[config.mk]
export PLATFORM = sky130hd
export DESIGN_NAME = instr_fetch_unit_flat
export DESIGN_NICKNAME = d
export VERILOG_FILES = /design/src/rtl/instr_fetch_unit_if.sv /design/src/rtl/instr_fetch_unit.sv /design/src/flat_wrapper.sv
export SDC_FILE = /design/constraint.sdc
export NUM_CORES = 1
export LEC_CHECK = 0
export CORE_MARGIN = 2
export CORE_UTILIZATION = 55
export CTS_BUF_LIST = sky130_fd_sc_hd__clkbuf_16
export DETAILED_ROUTE_END_ITERATION = 10
export PLACE_DENSITY = 0.85
export SYNTH_ARGS = -nofsm -noshare
export SYNTH_HDL_FRONTEND = slang
export SYNTH_SLANG_ARGS = --single-unit
[constraint.sdc]
create_clock -name clk -period 3.85 [get_ports clk]
set_clock_uncertainty 0.15 [all_clocks]
set_input_delay 0.77 -clock clk [delete_from_list [all_inputs] [get_ports clk]]
set_output_delay 0.77 -clock clk [all_outputs]
set_load 0.01 [all_outputs]
[src/rtl/instr_fetch_unit_if.sv]
// Signal bundle between the fetch unit, instruction memory and decode.
// The master side belongs to the fetch unit. The slave side belongs to the memory/decode environment.
interface instr_fetch_unit_if;
    logic        imem_req;
    logic [31:0] imem_addr;
    logic [31:0] imem_rdata;
    logic        decode_stall;
    logic        redirect;
    logic [31:0] redirect_pc;
    logic [31:0] instr_out;
    logic [31:0] pc_out;
    logic        instr_valid;
    logic        misalign_err;

    modport master (
        output imem_req, imem_addr, instr_out, pc_out, instr_valid, misalign_err,
        input  imem_rdata, decode_stall, redirect, redirect_pc
    );

    modport slave (
        input  imem_req, imem_addr, instr_out, pc_out, instr_valid, misalign_err,
        output imem_rdata, decode_stall, redirect, redirect_pc
    );
endinterface

[src/rtl/instr_fetch_unit.sv]
// Instruction fetch front end. It owns the PC and issues reads to a 1-cycle synchronous instruction memory.
// Returned words go into a 2-entry FIFO, and the FIFO head is presented to decode.
module instr_fetch_unit #(
    parameter logic [31:0] RESET_PC  = 32'h0000_0000,
    parameter logic [31:0] NOP_INSTR = 32'h0000_0013
) (
    input  logic                clk,
    input  logic                rst,
    instr_fetch_unit_if.master  bus
);
    typedef struct packed {
        logic [31:0] instr;
        logic [31:0] pc;
    } entry_t;

    // Slot 0 is always the head. Its pc field is left untouched when the FIFO drains,
    // so pc_out keeps the last presented address for free.
    entry_t [1:0] slot_q, slot_d;
    logic   [1:0] occ_q, occ_d;
    logic         inflight_q;
    logic  [31:0] req_addr_q;
    logic  [31:0] pc_q, pc_d;
    logic         mis_q;

    logic         pop, push, req;
    logic   [2:0] demand;
    entry_t       rsp;

    assign pop    = (occ_q != 2'd0) & ~bus.decode_stall;
    // A redirect kills the response landing in the same cycle and blocks any issue in that cycle.
    // Nothing is in flight in the following cycle, so no separate discard flag is needed.
    assign push   = inflight_q & ~bus.redirect;
    assign demand = {1'b0, occ_q} + {2'b00, inflight_q};
    assign req    = ~rst & ~bus.redirect & (demand < (3'd2 + {2'b00, pop}));
    assign rsp    = '{instr: bus.imem_rdata, pc: req_addr_q};

    always_comb begin
        slot_d = slot_q;
        occ_d  = occ_q;
        if (bus.redirect) begin
            occ_d = 2'd0;
        end else begin
            case ({push, pop})
                2'b01: begin
                    if (occ_q == 2'd2) slot_d[0] = slot_q[1];
                    occ_d = occ_q - 2'd1;
                end
                2'b10: begin
                    slot_d[occ_q[0]] = rsp;
                    occ_d = occ_q + 2'd1;
                end
                2'b11: begin
                    if (occ_q == 2'd2) begin
                        slot_d[0] = slot_q[1];
                        slot_d[1] = rsp;
                    end else begin
                        slot_d[0] = rsp;
                    end
                end
                default: ;
            endcase
        end
    end

    always_comb begin
        pc_d = pc_q;
        if (bus.redirect)
            pc_d = {bus.redirect_pc[31:2], 2'b00};
        else if (req)
            pc_d = pc_q + 32'd4;
    end

    always_ff @(posedge clk) begin
        if (rst) begin
            pc_q       <= RESET_PC;
            occ_q      <= 2'd0;
            slot_q     <= '0;
            inflight_q <= 1'b0;
            req_addr_q <= 32'd0;
            mis_q      <= 1'b0;
        end else begin
            pc_q       <= pc_d;
            occ_q      <= occ_d;
            slot_q     <= slot_d;
            inflight_q <= req;
            req_addr_q <= pc_q;
            mis_q      <= bus.redirect & (bus.redirect_pc[1:0] != 2'b00);
        end
    end

    assign bus.imem_req     = req;
    assign bus.imem_addr    = pc_q;
    assign bus.instr_valid  = (occ_q != 2'd0);
    assign bus.instr_out    = (occ_q != 2'd0) ? slot_q[0].instr : NOP_INSTR;
    assign bus.pc_out       = slot_q[0].pc;
    assign bus.misalign_err = mis_q;
endmodule

[src/flat_wrapper.sv]
// flat-port wrapper written by rule: the top's interface ports become plain ports
module instr_fetch_unit_flat 
#(
    parameter logic [31:0] RESET_PC  = 32'h0000_0000,
    parameter logic [31:0] NOP_INSTR = 32'h0000_0013
)
  (clk, rst, bus_imem_req, bus_imem_addr, bus_instr_out, bus_pc_out, bus_instr_valid, bus_misalign_err, bus_imem_rdata, bus_decode_stall, bus_redirect, bus_redirect_pc);
  instr_fetch_unit_if bus_i ();
  input  logic clk;
  input  logic rst;
  output wire logic [$bits(bus_i.imem_req)-1:0] bus_imem_req;
  output wire logic [$bits(bus_i.imem_addr)-1:0] bus_imem_addr;
  output wire logic [$bits(bus_i.instr_out)-1:0] bus_instr_out;
  output wire logic [$bits(bus_i.pc_out)-1:0] bus_pc_out;
  output wire logic [$bits(bus_i.instr_valid)-1:0] bus_instr_valid;
  output wire logic [$bits(bus_i.misalign_err)-1:0] bus_misalign_err;
  input wire logic [$bits(bus_i.imem_rdata)-1:0] bus_imem_rdata;
  input wire logic [$bits(bus_i.decode_stall)-1:0] bus_decode_stall;
  input wire logic [$bits(bus_i.redirect)-1:0] bus_redirect;
  input wire logic [$bits(bus_i.redirect_pc)-1:0] bus_redirect_pc;
  assign bus_imem_req = bus_i.imem_req;
  assign bus_imem_addr = bus_i.imem_addr;
  assign bus_instr_out = bus_i.instr_out;
  assign bus_pc_out = bus_i.pc_out;
  assign bus_instr_valid = bus_i.instr_valid;
  assign bus_misalign_err = bus_i.misalign_err;
  assign bus_i.imem_rdata = bus_imem_rdata;
  assign bus_i.decode_stall = bus_decode_stall;
  assign bus_i.redirect = bus_redirect;
  assign bus_i.redirect_pc = bus_redirect_pc;
  instr_fetch_unit #(.RESET_PC(RESET_PC), .NOP_INSTR(NOP_INSTR)) u_core (.clk(clk), .rst(rst), .bus(bus_i));
endmodule
==> flow_metrics.py, run 1 <==
metrics = {
    "routing": {
        "drc": 0,
        "drt-total-wl_um": 19510,
        "dr.pass1.iters": 7,
        "ant_nets": 0,
        "drtIter0Drc": 711,
        "drt-vias-per-instance": 5.634,
        "via_count": 6935,
        "wl_per_cell_um": 15.85,
    },
    "place": {
        "gp_congestion": 0.8530,
        "dp_hpwl_um": 12330,
        "port_buffers": 164,
        "dp_slack_ns": 0.2908,
    },
    "floorplanning": {
        "die_x_um": 125.6,
        "num_rows": 44,
        "initial_core_util_pct": 56.19,
        "fp.dieArea_um2": 15780,
        "dieHeight_um": 125.6,
        "core_um2": 14480,
        "ios": 167,
    },
    "power_and_ir_drop": {
        "switching_power_mw": 0.9499,
        "power_frac_seq_pct": 52.3,
        "p_leak_nw": 3.478,
        "p_clk_share_pct": 38.8,
        "pwr-share-comb_pct": 8.9,
        "p_int_mw": 2.984,
        "peakVddDrop_mv": 0.2985,
        "swShare_pct": 24.15,
        "powerDensity_nw_per_um2": 387.4,
    },
    "worst_setup_path": {
        "critPathKind": "reg -> out",
        "startpoint_type": "flop",
        "cp_max_fo": 9,
        "r2r_slack_ns": 1.15,
        "worst_ep_arrival_time_ns": 2.68,
        "worstRegToRegCells": 5,
        "cp-end-kind": "output port",
        "critical_path_required_ns": 2.93,
    },
    "grt": {
        "grt_use_total_pct": 24.30,
        "grt_pass1_wl_um": 31460,
        "grt_max_degree": 87,
        "grt_overflow": 0,
        "grt_pass1_vias": 6256,
        "antenna_found_initial": 0,
    },
    "timing": {
        "rsz0062_at_grt": "false",
        "clock.fmax_ghz": 0.2779,
        "tns_ns": 0,
        "finalSetupViolations": 0,
        "setup_ws_ns": 0.2517,
        "fin_crit_sh_pct": 93.46,
        "hold_viol": 0,
        "tightest_slew_ns": 0.8770,
        "slew_headroom_pct": 41.31,
        "period_minus_slack_ns": 3.598,
        "drv_slew": 0,
    },
    "yosys": {
        "ys_types": 50,
        "synth_edf_count": 0,
        "ys_warn_count": 0,
        "ys.flop_type": "dfxtp_1",
        "async_flop_share_pct": 0,
        "synth_seq_cells": 190,
        "synth_area_leaders": "dfxtp_1 47%, a22o_1 6.7%, nand2_1 6.3%",
        "ys_seq_area_share_pct": 46.75,
        "synth_cells": 946,
        "avgSynthCellArea_um2": 8.600,
        "netlist_area_um2": 8135,
        "yosysTopAreaCellShare_pct": 46.75,
        "synth_top_area_cell": "dfxtp_1",
    },
    "cells_and_area": {
        "drive_gt1_share_pct": 5.826,
        "fin_nets": 1108,
        "diodes": 0,
        "syn2layout_area_growth_pct": 24.84,
    },
    "clock_tree": {
        "clock_sinks": 190,
        "holdBufCountCts": 0,
        "htreeDepth": 4,
        "clk_pin_slew_ns": 0.06,
        "cts_setup_buffers": 0,
        "cts_root_buf": "clkbuf_16",
        "clk_latency_ns": 0.43,
        "cts_tree": "yes",
        "numCtsBuffers": 17,
        "cts_resized": 0,
        "cts_buffer_depth": 2,
    },
    "min_path": {
        "hold_class": "reg -> reg",
        "whs_path_depth": 2,
    },
    "run_status": {
        "status": "completed",
    },
    "job": {
        "cap_violations": 0,
    },
}
==> logic make-up (layout without fill, tap and decap cells) <==
logic type      count (synthesis)  in the layout  synth area share [%]
buf+inv                       121            221                 7.167
compound gates                240            240                 21.19
fa+ha+maj                       6              6                0.9228
xor+xnor                       26             26                 2.799
flops                         190            190                 46.75
other cells                     1              2               0.04610
simple gates                  360            360                 20.87
mux                             2              2                0.2461
==> final cells by class <==
class	count	area (µm²)
well taps	184	230.2
clock buffers	17	425.4
multi-input cells	636	3796
inverters	10	37.54
repair buffers	179	1780
fillers	1136	4323
flip-flops and latches	190	3804
clock inverters	15	82.58
==> worst max-delay path: stages (launching register included) <==
cell and delay, ns:
dfxtp_1 0.49, ha_1 0.34, o31a_4 0.39, or4_4 0.44, inv_1 0.07, clkdlybuf4s50_1 0.53
==> final timing paths <==
path | from | end
worst max-delay path | u_core.occ_q[0] | bus_imem_req
worst min-delay path | u_core.req_addr_q[27] | u_core.slot_q[91]
worst max register to register | u_core.bus.imem_addr[10] | u_core.bus.imem_addr[18]
worst min register to register | u_core.req_addr_q[27] | u_core.slot_q[91]
==> sequential cells by signal (all words and copies together), names as in the netlist <==
register	cells
u_core.occ_q	2
u_core.bus.imem_addr	30
u_core.bus.pc_out	32
u_core.slot_q	94
u_core.req_addr_q	30
u_core.bus.misalign_err	1
u_core.inflight_q	1
==> power groups by stage <==
stage               combinational (mW)  sequential, mW  clock [mW]
detailed placement               0.349            2.10           0
global placement                 0.346            2.10           0
floorplan                        0.169            2.09           0
finish                           0.352            2.06        1.53
global route                     0.380            2.06        1.63
CTS                              0.352            2.05        1.55
==> cells in the mapped netlist, types with 9 or more instances <==
master      n
nor4_1     10
and2_1     10
a22oi_1    62
xor2_1      9
buf_4      34
clkbuf_1   75
a211oi_1   15
nor3_1     13
a31oi_1     9
xnor2_1    17
a22o_1     62
a21oi_1    64
nor2b_1    61
nand2_1   137
nand3_1     9
o22ai_1     9
inv_1      10
dfxtp_1   190
nor2_1     87
==> routing by layer <==
layer	GRT usage, %	vias to the layer above	part of all wire (%)
met2	38.16	253	46
met1	33.58	3230	46
met4	7.320	0	1.6
met3	5.650	22	6.4
met5	0	-	0
li1	-	3430	-
==> placed cells by master (no fill, tap or decap), types with 3 or more instances in the layout <==
master,count
a22o_1,62
clkdlybuf4s50_1,163
nand3_1,9
a21oi_1,64
nor3_1,13
or2_2,6
nor4_1,10
and3_1,5
nor2b_1,61
o21ai_4,3
nand2_1,137
nor2_1,87
inv_1,13
xnor2_1,17
a22oi_1,62
ha_1,6
clkbuf_16,17
dfxtp_1,190
and2_1,10
o22ai_1,9
a211oi_1,15
buf_4,13
clkinv_1,4
nand4_1,8
a31oi_1,9
clkinv_2,3
xor2_1,9
==> through the flow <==
stage          hold WS, ns  total power [mW]  cell area [µm²]  cells  utilization [%]
4_1_cts             0.3016             3.959            10160   1231            70.14
2_1_floorplan       0.2815             2.263             8139    947                -
3_3_place_gp        0.2856             2.443             9648   1199            66.64
6_report            0.2996             3.934            10160   1231            70.14
5_1_grt             0.3170             4.073            10160   1231            70.14
3_5_place_dp        0.2934             2.447             9648   1199            66.64
Note: power is estimated with default switching activity, not from simulation.
==> run 2, diff against run 1 <==
==> constraint.sdc (replaced) <==
create_clock -name clk -period 3.85 [get_ports clk]
set_clock_uncertainty 0.15 [all_clocks]
set_input_delay 0.77 -clock clk [delete_from_list [all_inputs] [get_ports clk]]
set_output_delay 0.77 -clock clk [all_outputs]
set_load 0.1 [all_outputs]
==> flow_metrics.py, run 2 (same netlist as run 1, synthesis figures left out) <==
metrics = {
    "grt": {
        "grt_max_degree": 118,
        "grt_overflow": 0,
        "grt_use_total_pct": 24.78,
        "grt_pass1_vias": 6549,
        "antenna_found_initial": 0,
        "grt_pass1_wl_um": 32220,
    },
    "routing": {
        "ant_nets": 0,
        "topRoutingLayerUsed": "met4",
        "wl_per_cell_um": 16.04,
        "drt-vias-per-instance": 5.675,
        "via_count": 6969,
        "drt-total-wl_um": 19690,
        "wl_met2_um": 9094,
        "drc": 0,
        "met1_length_um": 8979,
        "drtIter0Drc": 705,
        "dr.pass1.iters": 5,
        "met3_length_um": 1242,
    },
    "cells_and_area": {
        "diodes": 0,
        "fin_cells": 1228,
        "fillers": 1137,
        "mostFrequentLayoutCell": "dfxtp_1",
        "final_cell_mix": "190 x dfxtp_1, 137 x nand2_1, 129 x clkdlybuf4s50_1, 87 x nor2_1, 64 x a21oi_1",
        "finish.utilization_pct": 70.35,
        "largest_reg_flops": 94,
        "syn2layout_area_growth_pct": 25.21,
        "regMostFlops": "u_core.slot_q",
        "drive_gt1_share_pct": 9.100,
        "fin_nets": 1106,
    },
    "worst_setup_path": {
        "cpPeakStageDelay_ns": 0.53,
        "cp-end-kind": "output port",
        "path_cells": "ha_1 > o31a_4 > or4_4 > inv_1 > buf_12",
        "startpoint_type": "flop",
        "slowest_stage": "or4_4",
        "worst_ep_arrival_time_ns": 2.52,
        "cp_max_fo": 13,
        "critPathKind": "reg -> out",
        "critical_path_required_ns": 2.93,
    },
    "place": {
        "port_buffers": 164,
        "gp_congestion": 0.8459,
        "dp_hpwl_um": 12270,
        "dp.cells": 1197,
    },
    "timing": {
        "clock.fmax_ghz": 0.2909,
        "rsz0062_at_grt": "false",
        "fin_crit_sh_pct": 89.29,
        "tightest_slew_ns": 1.255,
        "tns_ns": 0,
        "drv_slew": 0,
        "finalSetupViolations": 0,
        "holdWs_ns": 0.2980,
        "period_minus_slack_ns": 3.438,
        "slew_headroom_pct": 16.05,
        "hold_viol": 0,
    },
    "floorplanning": {
        "initial_core_util_pct": 56.19,
        "ios": 167,
        "num_rows": 44,
        "die_x_um": 125.6,
        "fp.dieArea_um2": 15780,
        "dieHeight_um": 125.6,
        "core_um2": 14480,
    },
    "clock_tree": {
        "cts_resized": 0,
        "holdBufCountCts": 0,
        "clk_pin_slew_ns": 0.06,
        "clock_sinks": 190,
        "cts_root_buf": "clkbuf_16",
        "cts_tree": "yes",
        "cts_buffer_depth": 2,
        "numCtsBuffers": 17,
        "clk_latency_ns": 0.43,
        "cts_setup_buffers": 0,
        "htreeDepth": 4,
    },
    "power_and_ir_drop": {
        "p_leak_nw": 3.590,
        "peakVddDrop_mv": 0.3602,
        "powerDensity_nw_per_um2": 437.5,
    },
    "min_path": {
        "hold_class": "reg -> reg",
    },
    "job": {
        "cap_violations": 0,
    },
    "run_status": {
        "status": "completed",
    },
}
## run 2: cell count changes in the layout (fill, tap and decap cells not counted), sizes merged
cell	previous run	this run
clkdlybuf4s50	163	129
clkinv	9	5
buf	16	48
bufinv	0	5
clkinvlp	2	1
inv	14	13
## run 2: metal layers
metal  track usage, %  up-vias
met5                0        -
met1            33.40     3266
li1                 -     3419
met2            39.94      255
met4            8.693        0
met3            4.928       29
## run 2: stage by stage
stage	power (mW)	setup slack [ns]	cell area, µm²
floorplan	2.452	0.3377	8139
detailed placement	2.634	0.4235	9560
CTS	4.479	0.4058	10190
finish	4.456	0.4124	10190
global route	4.587	0.3430	10190
global placement	2.629	0.4794	9560
## run 2: worst max-delay path, delay by kind of cell, from the launching register on
kind | cells | cell delay [ns]
compound gates | 1 | 0.39
fa+ha+maj | 1 | 0.34
buf+inv | 2 | 0.33
flops | 1 | 0.49
simple gates | 1 | 0.53
## run 2: area by class of cell
| class | count | area [µm²] | share of cell area, % |
|---|---|---|---|
| inverter | 10 | 37.54 | 0.3685 |
| clock buffer | 17 | 425.4 | 4.176 |
| clock inverter | 14 | 200.2 | 1.965 |
| multi-input combinational | 636 | 3796 | 37.27 |
| tap | 184 | 230.2 | 2.260 |
| sequential | 190 | 3804 | 37.34 |
| timing repair buffer | 177 | 1693 | 16.62 |
## run 2: power breakdown
part           leakage [nW]  internal (mW)  switching [mW]
sequential             1.54           2.01          0.0504
clock                 0.311           1.14           0.722
combinational          1.74          0.168           0.369
total                  3.59           3.31            1.14
## run 2: path summary, 6_finish.rpt
path              cells past startpoint  slack [ns]                        to                      from
setup reg to reg                      5        1.04  u_core.bus.imem_addr[18]  u_core.bus.imem_addr[10]
hold / removal                        2        0.30         u_core.slot_q[85]     u_core.req_addr_q[21]
hold reg to reg                       2        0.30         u_core.slot_q[85]     u_core.req_addr_q[21]
setup / recovery                      5        0.41              bus_imem_req           u_core.occ_q[0]
==> run 3, diff against run 2 <==
--- a/config.mk
+++ b/config.mk
@@ -6,10 +6,10 @@
 export NUM_CORES = 1
 export LEC_CHECK = 0
 export CORE_MARGIN = 2
-export CORE_UTILIZATION = 55
+export CORE_UTILIZATION = 51
 export CTS_BUF_LIST = sky130_fd_sc_hd__clkbuf_16
 export DETAILED_ROUTE_END_ITERATION = 10
-export PLACE_DENSITY = 0.85
+export PLACE_DENSITY = 0.8
 export SYNTH_ARGS = -nofsm -noshare
 export SYNTH_HDL_FRONTEND = slang
 export SYNTH_SLANG_ARGS = --single-unit
==> constraint.sdc (replaced) <==
create_clock -name clk -period 3.4 [get_ports clk]
set_clock_uncertainty 0.15 [all_clocks]
set_input_delay 0.68 -clock clk [delete_from_list [all_inputs] [get_ports clk]]
set_output_delay 0.68 -clock clk [all_outputs]
set_load 0.1 [all_outputs]
==> flow_metrics.py, run 3 (same netlist as run 1, synthesis figures left out) <==
metrics = {
    "run_status": {
        "status": "completed",
    },
    "min_path": {
        "hold_class": "reg -> reg",
        "min_from": "u_core.req_addr_q[10]",
        "whs_path_depth": 2,
        "min_to": "u_core.slot_q[74]",
    },
    "routing": {
        "wl_per_cell_um": 15.77,
        "drtIter0Drc": 565,
        "drt-total-wl_um": 20000,
        "via_count": 6952,
        "drc": 0,
        "dr.pass1.iters": 5,
        "ant_nets": 0,
        "drt-vias-per-instance": 5.483,
    },
    "place": {
        "dp.cells": 1236,
        "dp_hpwl_um": 12280,
        "dpl_cell_area_um2": 9538,
        "dp_slack_ns": 0.2949,
        "gp_congestion": 0.8210,
        "port_buffers": 164,
    },
    "cells_and_area": {
        "final_cell_mix": "190 x dfxtp_1, 137 x nand2_1, 111 x buf_4, 87 x nor2_1, 66 x clkdlybuf4s50_1",
        "fin_nets": 1113,
        "drive_gt1_share_pct": 16.06,
        "fin_cells": 1268,
        "largest_reg_flops": 94,
        "syn2layout_area_growth_pct": 25.16,
        "mostFrequentLayoutCell": "dfxtp_1",
        "finish.utilization_pct": 64.80,
        "fin_area_um2": 10180,
        "diodes": 0,
        "regMostFlops": "u_core.slot_q",
    },
    "timing": {
        "finalSetupViolations": 0,
        "holdWs_ns": 0.3003,
        "fin_crit_sh_pct": 95.81,
        "slew_headroom_pct": 30.61,
        "setup_ws_ns": 0.1425,
        "clock.fmax_ghz": 0.3070,
        "drv_slew": 0,
        "tightest_slew_ns": 1.041,
        "rsz0062_at_grt": "false",
        "hold_viol": 0,
        "tns_ns": 0,
        "period_minus_slack_ns": 3.257,
    },
    "clock_tree": {
        "clk_pin_slew_ns": 0.07,
        "clk_latency_ns": 0.43,
        "cts_setup_buffers": 0,
        "htreeDepth": 4,
        "numCtsBuffers": 17,
        "holdBufCountCts": 0,
        "cts_resized": 0,
        "cts_tree": "yes",
        "cts_root_buf": "clkbuf_16",
        "cts_buffer_depth": 2,
        "clock_sinks": 190,
    },
    "worst_setup_path": {
        "worst_ep_arrival_time_ns": 2.43,
        "cp-end-kind": "output port",
        "path_buf_inv": 2,
        "worstRegToRegCells": 6,
        "cp_max_fo": 9,
        "r2r_slack_ns": 0.71,
        "r2r-start": "u_core.occ_q[0]",
        "path_cells": "ha_1 > o31a_4 > or4_4 > inv_1 > buf_12",
        "critPathKind": "reg -> out",
        "startpoint_type": "flop",
        "cpPeakStageDelay_ns": 0.52,
        "slowest_stage": "dfxtp_1",
        "r2r-end": "u_core.bus.imem_addr[15]",
        "critical_path_required_ns": 2.57,
        "path_delay_family": "flip-flops",
    },
    "grt": {
        "antenna_found_initial": 0,
        "grt_use_total_pct": 23.27,
        "grt_overflow": 0,
        "grt.met3_usage_pct": 4.797,
        "grt_pass1_wl_um": 31650,
        "grt_max_degree": 100,
        "grt_pass1_vias": 6428,
        "grt_util_met2_pct": 36.74,
        "grt_busiest_layer": "met2",
        "grt.met1_usage_pct": 31.70,
    },
    "power_and_ir_drop": {
        "p_leak_nw": 3.736,
        "total_power_mw": 5.092,
        "peakVddDrop_mv": 0.3472,
        "powerDensity_nw_per_um2": 500.1,
    },
    "floorplanning": {
        "dieHeight_um": 130.3,
        "num_rows": 46,
        "core_um2": 15710,
        "initial_core_util_pct": 51.78,
        "die_x_um": 130.3,
        "fp.dieArea_um2": 16980,
        "ios": 167,
    },
    "job": {
        "cap_violations": 0,
    },
}
## run 3: cell count changes in the layout (fill, tap and decap cells not counted)
cell	delta
buf_4	+67
buf_12	+3
nor2_2	-1
inv_1	-2
nor2_4	+1
clkinv_1	-1
clkdlybuf4s50_1	-63
clkinvlp_4	+4
## run 3: worst max-delay path by stage
stage | from | end | slack [ns] | cells past startpoint
floorplan | bus_decode_stall | bus_imem_req | 0.07 | 5
global placement | bus_decode_stall | bus_imem_req | 0.28 | 5
detailed placement | bus_decode_stall | bus_imem_req | 0.29 | 5
CTS | u_core.occ_q[0] | bus_imem_req | 0.12 | 5
global route | u_core.occ_q[0] | bus_imem_req | 0.06 | 5
finish | u_core.occ_q[0] | bus_imem_req | 0.14 | 5
## run 3: cell type report
class | count | area, µm²
clock buffers | 17 | 425.4
clock inverters | 15 | 219.0
fillers | 1305 | 5530
inverters | 10 | 37.54
multi-input cells | 636 | 3801
flip-flops and latches | 190 | 3804
well taps | 216 | 270.3
repair buffers | 184 | 1625
## run 3: layer usage
| metal | part of all wire (%) | up-vias |
|---|---|---|
| li1 | - | 3437 |
| met2 | 47 | 233 |
| met5 | 0 | - |
| met1 | 46 | 3257 |
| met4 | 1.6 | 0 |
| met3 | 5.8 | 25 |
## run 3: power by group
group | switching (mW) | internal, mW | leakage [nW] | total (mW)
combinational | 0.420 | 0.188 | 1.90 | 0.607
sequential | 0.0584 | 2.27 | 1.54 | 2.33
clock | 0.852 | 1.30 | 0.299 | 2.15
## run 3: tightest hold or removal path, cell delays in order (launching register included)
cell     delay [ns]
dfxtp_1        0.31
nand2_1        0.05
a21oi_1        0.05
==> RTL edit 1: new RTL, flow settings as in run 2 <==
Take the reset off `req_addr_q` and load it in a clocked block of its own.
--- a/src/rtl/instr_fetch_unit.sv
+++ b/src/rtl/instr_fetch_unit.sv
@@ -77,5 +77,4 @@
             slot_q     <= '0;
             inflight_q <= 1'b0;
-            req_addr_q <= 32'd0;
             mis_q      <= 1'b0;
         end else begin
@@ -84,7 +83,10 @@
             slot_q     <= slot_d;
             inflight_q <= req;
-            req_addr_q <= pc_q;
             mis_q      <= bus.redirect & (bus.redirect_pc[1:0] != 2'b00);
         end
+    end
+
+    always_ff @(posedge clk) begin
+        req_addr_q <= pc_q;
     end
 
Check against the original RTL: same outputs for any inputs over 4 cycles, from zero or initial values and one cycle with rst high; that may be too few to reach the edited logic, so the function may still have changed.
==> RTL edit 1 against run 2 <==
Final cell count down 1.1%. Design area fell by 1.8%. Core utilization rose by 1.2 points. Die area is 2.2% lower. Sequential share of layout area up 0.67 points. Combinational power is 3% lower. Sequential cell count unchanged. Register-to-register slack lost 70 ps. Count of clock-buffer cells in the layout unchanged. Total power down 1.3%. Setup slack gained 120 ps. Wire length is 2.3% higher. Synthesized area shrank 2.3%. Largest cell class unchanged. Largest power group unchanged.
==> RTL edit 1: results (changes against run 2) <==
status completed (unchanged); Max FO, Critical Path 19 (was 13); Arr. time, crit path 2400 ps (was 2520 ps); fill count 1,089 (was 1,137); first-pass GRT wire length 32,700 um (was 32,200 um); largest net degree at the start of global routing 87 (was 118); hold path start u_core.bus.imem_addr[12] (was u_core.req_addr_q[21]); Post-Synth Adder-Cell Area 0.944% (was 0.923%); slew at the pin closest to its max-slew limit 1030 ps (was 1250 ps); Clock-cell share 6.04% (was 6.14%); Final GP Congestion 0.853 (was 0.846); vias in the first global route 6,316 (was 6,549); Signal inverters 11 (was 10); Synth Area in Compound Gates 21.0% (was 21.2%); Layout Cells excl Fill 1,214 (was 1,228); CTS HTree Levels 4 (unchanged); met2 usage 40.3% (was 39.9%); post-synthesis average cell area 8.57 um2 (was 8.60 um2); worst vdd ir 0.322 mV (was 0.360 mV); Buffers excl. clock 181 (was 177); multi-input combinational area share 36.3% (was 37.3%); Reg-to-Reg Start u_core.occ_q[0] (was u_core.bus.imem_addr[10]); share of cells above drive strength 1 9.19% (was 9.10%); register fraction of the total cell area 38.0% (was 37.3%); PwrDens 440 nW/um2 (was 437 nW/um2); Via density 5.78 (was 5.68); Iteration-0 DRC Markers 725 (was 705); clk pwr 1800 uW (was 1860 uW); GR Util All Layers 25.7% (was 24.8%); comb_multi_in 620 (was 636); register area share after synthesis 47.9% (was 46.8%); Synth area leaders dfxtp_1 48%, nand2_1 6.9%, a22o_1 6.8%, a22oi_1 5.9%, nor2_1 4.5% (was dfxtp_1 47%, a22o_1 6.7%, nand2_1 6.3%, a22oi_1 5.7%, nor2b_1 4.7%); Post-DP HPWL 13,000 um (was 12,300 um); Nets 1,095 (was 1,106); M3 GR Usage 5.38% (was 4.93%); mux contribution to synthesized area 0% (was 0.246%); leakage power 0.00353 uW (was 0.00359 uW); non-clk buf share 17.0% (was 16.6%); DRT Wirelength 20,100 um (was 19,700 um)
==> RTL edit 1: per-stage QoR <==
step | area [um2] | hold WS [ps] | setup WS (ps)
after global placement | 9400 | 251 | 551
after CTS | 10000 | 265 | 523
after global routing | 10000 | 279 | 339
after detailed placement | 9400 | 251 | 522
after floorplan | 7950 | 282 | 641
final | 10000 | 266 | 528
==> RTL edit 1: worst paths after layout <==
kind / to / slack (ps) / cells past startpoint
setup / recovery: bus_imem_req / 530 / 6
hold / removal: u_core.req_addr_q[12] / 270 / 0
setup reg to reg: u_core.bus.pc_out[7] / 970 / 11
hold reg to reg: u_core.req_addr_q[12] / 270 / 0
==> RTL edit 1: critical path: stages (launching register included) <==
cell	delay (ps)
dfxtp_1	510
ha_1	230
ha_1	650
inv_1	130
nand3_1	180
inv_1	100
buf_12	170
==> RTL edit 1: layer usage <==
metal,wire length (um),up-vias,part of all wire (%)
li1,-,3399,-
met1,8680,3277,43
met2,9480,304,47
met3,1560,41,7.7
met4,429,0,2.1
met5,0,-,0
==> RTL edit 2: new RTL, settings of run 2 <==
Made on the original files. Reset style: asynchronous (`rst`), changed in one clocked block.
--- a/src/rtl/instr_fetch_unit.sv
+++ b/src/rtl/instr_fetch_unit.sv
@@ -71,5 +71,5 @@
     end
 
-    always_ff @(posedge clk) begin
+    always_ff @(posedge clk or posedge rst) begin
         if (rst) begin
             pc_q       <= RESET_PC;
Check against the original RTL: differs if rst is asserted again (counterexample within 4 cycles, from zero or initial values and one cycle with rst high); with rst held inactive, the same outputs for 4 cycles.
==> RTL edit 2 against run 2 <==
Total power grew 5.7%. Final cell count is 3.5% lower. Design area grew 2.0%. Sequential share of layout area increased by 8.4 points. Setup slack better by 170 ps. Die area is 3.1% higher. Core utilization decreased by 1.2 points. Synthesized cell count shrank 6.8%. Hold slack improved by 5.9 ps. Critical path type is now in2out. Sequential cell count is the same. Synthesized area up 3.2%. Highest routed layer unchanged. Largest power group unchanged. Critical endpoint unchanged. Via count down 4.8%. Wire length increased by 0.84%.
==> RTL edit 2: results (changes against run 2) <==
leakage power 0.00432 uW (was 0.00359 uW); launch point of the worst path bus_decode_stall (was u_core.occ_q[0]); R2R setup slack 670 ps (was 1040 ps); Net Sw Frac 32.3% (was 25.6%); Post-Synth Adder-Cell Area 0.447% (was 0.923%); GR Util All Layers 25.2% (was 24.8%); Synth Area in Compound Gates 16.0% (was 21.2%); Synth top cells by count 221 x nand2_1, 190 x dfrtp_1, 155 x o21ai_0 (was 190 x dfxtp_1, 137 x nand2_1, 87 x nor2_1); post-synth cell types 40 (was 50); Synth area leaders dfrtp_1 57%, nand2_1 9.9%, o21ai_0 9.2%, a22oi_1 5.5%, buf_4 3.0% (was dfxtp_1 47%, a22o_1 6.7%, nand2_1 6.3%, a22oi_1 5.7%, nor2b_1 4.7%); status completed (unchanged); Placed Cells incl. Taps 1,154 (was 1,197); asr flop ratio synth 100% (was 0%); worst vdd ir 0.349 mV (was 0.360 mV); post-place instance area 9910 um2 (was 9560 um2); largest net degree at the start of global routing 69 (was 118); Final GP Congestion 0.857 (was 0.846); register area share after synthesis 56.6% (was 46.8%); share of cells above drive strength 1 8.63% (was 9.10%); first-pass GRT wire length 32,300 um (was 32,200 um); Max FO, Critical Path 8 (was 13); Post-Synth XOR/XNOR Area 2.40% (was 2.80%); cell family with most CP delay buffers and inverters (was simple AND/OR/NAND/NOR gates); M3 GR Usage 6.11% (was 4.93%); cell with the largest stage delay on the worst path clkdlybuf4s50_1 (was or4_4); met2 usage 42.6% (was 39.9%); most used flip-flop cell after synthesis dfrtp_1 (was dfxtp_1); Nets 1,056 (was 1,106); CP peak stage delay 560 ps (was 530 ps); post-synthesis average cell area 9.52 um2 (was 8.60 um2); vias 6,633 (was 6,969); Setup WS pre-CTS 316 ps (was 423 ps); slew at the pin closest to its max-slew limit 1040 ps (was 1250 ps); WL/cell 16.8 um (was 16.0 um); crit path time final 3270 ps (was 3440 ps); reg2reg end u_core.bus.imem_addr[23] (was u_core.bus.imem_addr[18])
[RTL edit 2: layer usage]
| metal | routed length [um] | vias up |
|---|---|---|
| li1 | - | 3171 |
| met1 | 8210 | 3194 |
| met2 | 9890 | 237 |
| met3 | 1410 | 31 |
| met4 | 353 | 0 |
| met5 | 0 | - |
[RTL edit 2: worst min path at each step]
stage | start | endpoint | slack (ps)
6_report | u_core.bus.imem_addr[11] | u_core.req_addr_q[11] | 300
5_1_grt | u_core.bus.imem_addr[11] | u_core.req_addr_q[11] | 320
4_1_cts | u_core.bus.imem_addr[11] | u_core.req_addr_q[11] | 300
3_5_place_dp | u_core.bus.imem_addr[11] | u_core.req_addr_q[11] | 280
3_3_place_gp | u_core.bus.imem_addr[31] | u_core.req_addr_q[31] | 290
2_1_floorplan | u_core.slot_q[34] | u_core.slot_q[34] | 290
[RTL edit 2: area by class of cell]
cell class	instances	area, um2
clock buffer	17	425
clock inverter	14	62.6
fill	1161	4640
inverter	8	33.8
multi-input combinational	590	3140
sequential	190	4750
tap	188	235
timing repair buffer	178	1740
[RTL edit 2: power groups by stage]
stage | logic [uW] | clock network, uW | registers [uW]
detailed placement | 977 | 0 | 2280
global placement | 966 | 0 | 2270
floorplan | 509 | 0 | 2470
finish | 978 | 1490 | 2250
CTS | 984 | 1500 | 2240
global route | 1040 | 1590 | 2260
[RTL edit 2: worst register-to-register path: stages (launching register included)]
cell and delay [ps]:
dfrtp_1 520, ha_1 270, ha_1 210, and4bb_2 500
nor4b_1 680, nand3_1 270, or3_1 360, a31oi_1 160
[RTL edit 2: cell families after synthesis]
| group | count (synthesis) |
|---|---|
| simple gates | 330 |
| compound gates | 231 |
| flops | 190 |
| buf+inv | 103 |
| xor+xnor | 23 |
| fa+ha+maj | 3 |
| other cells | 1 |
| mux | 1 |
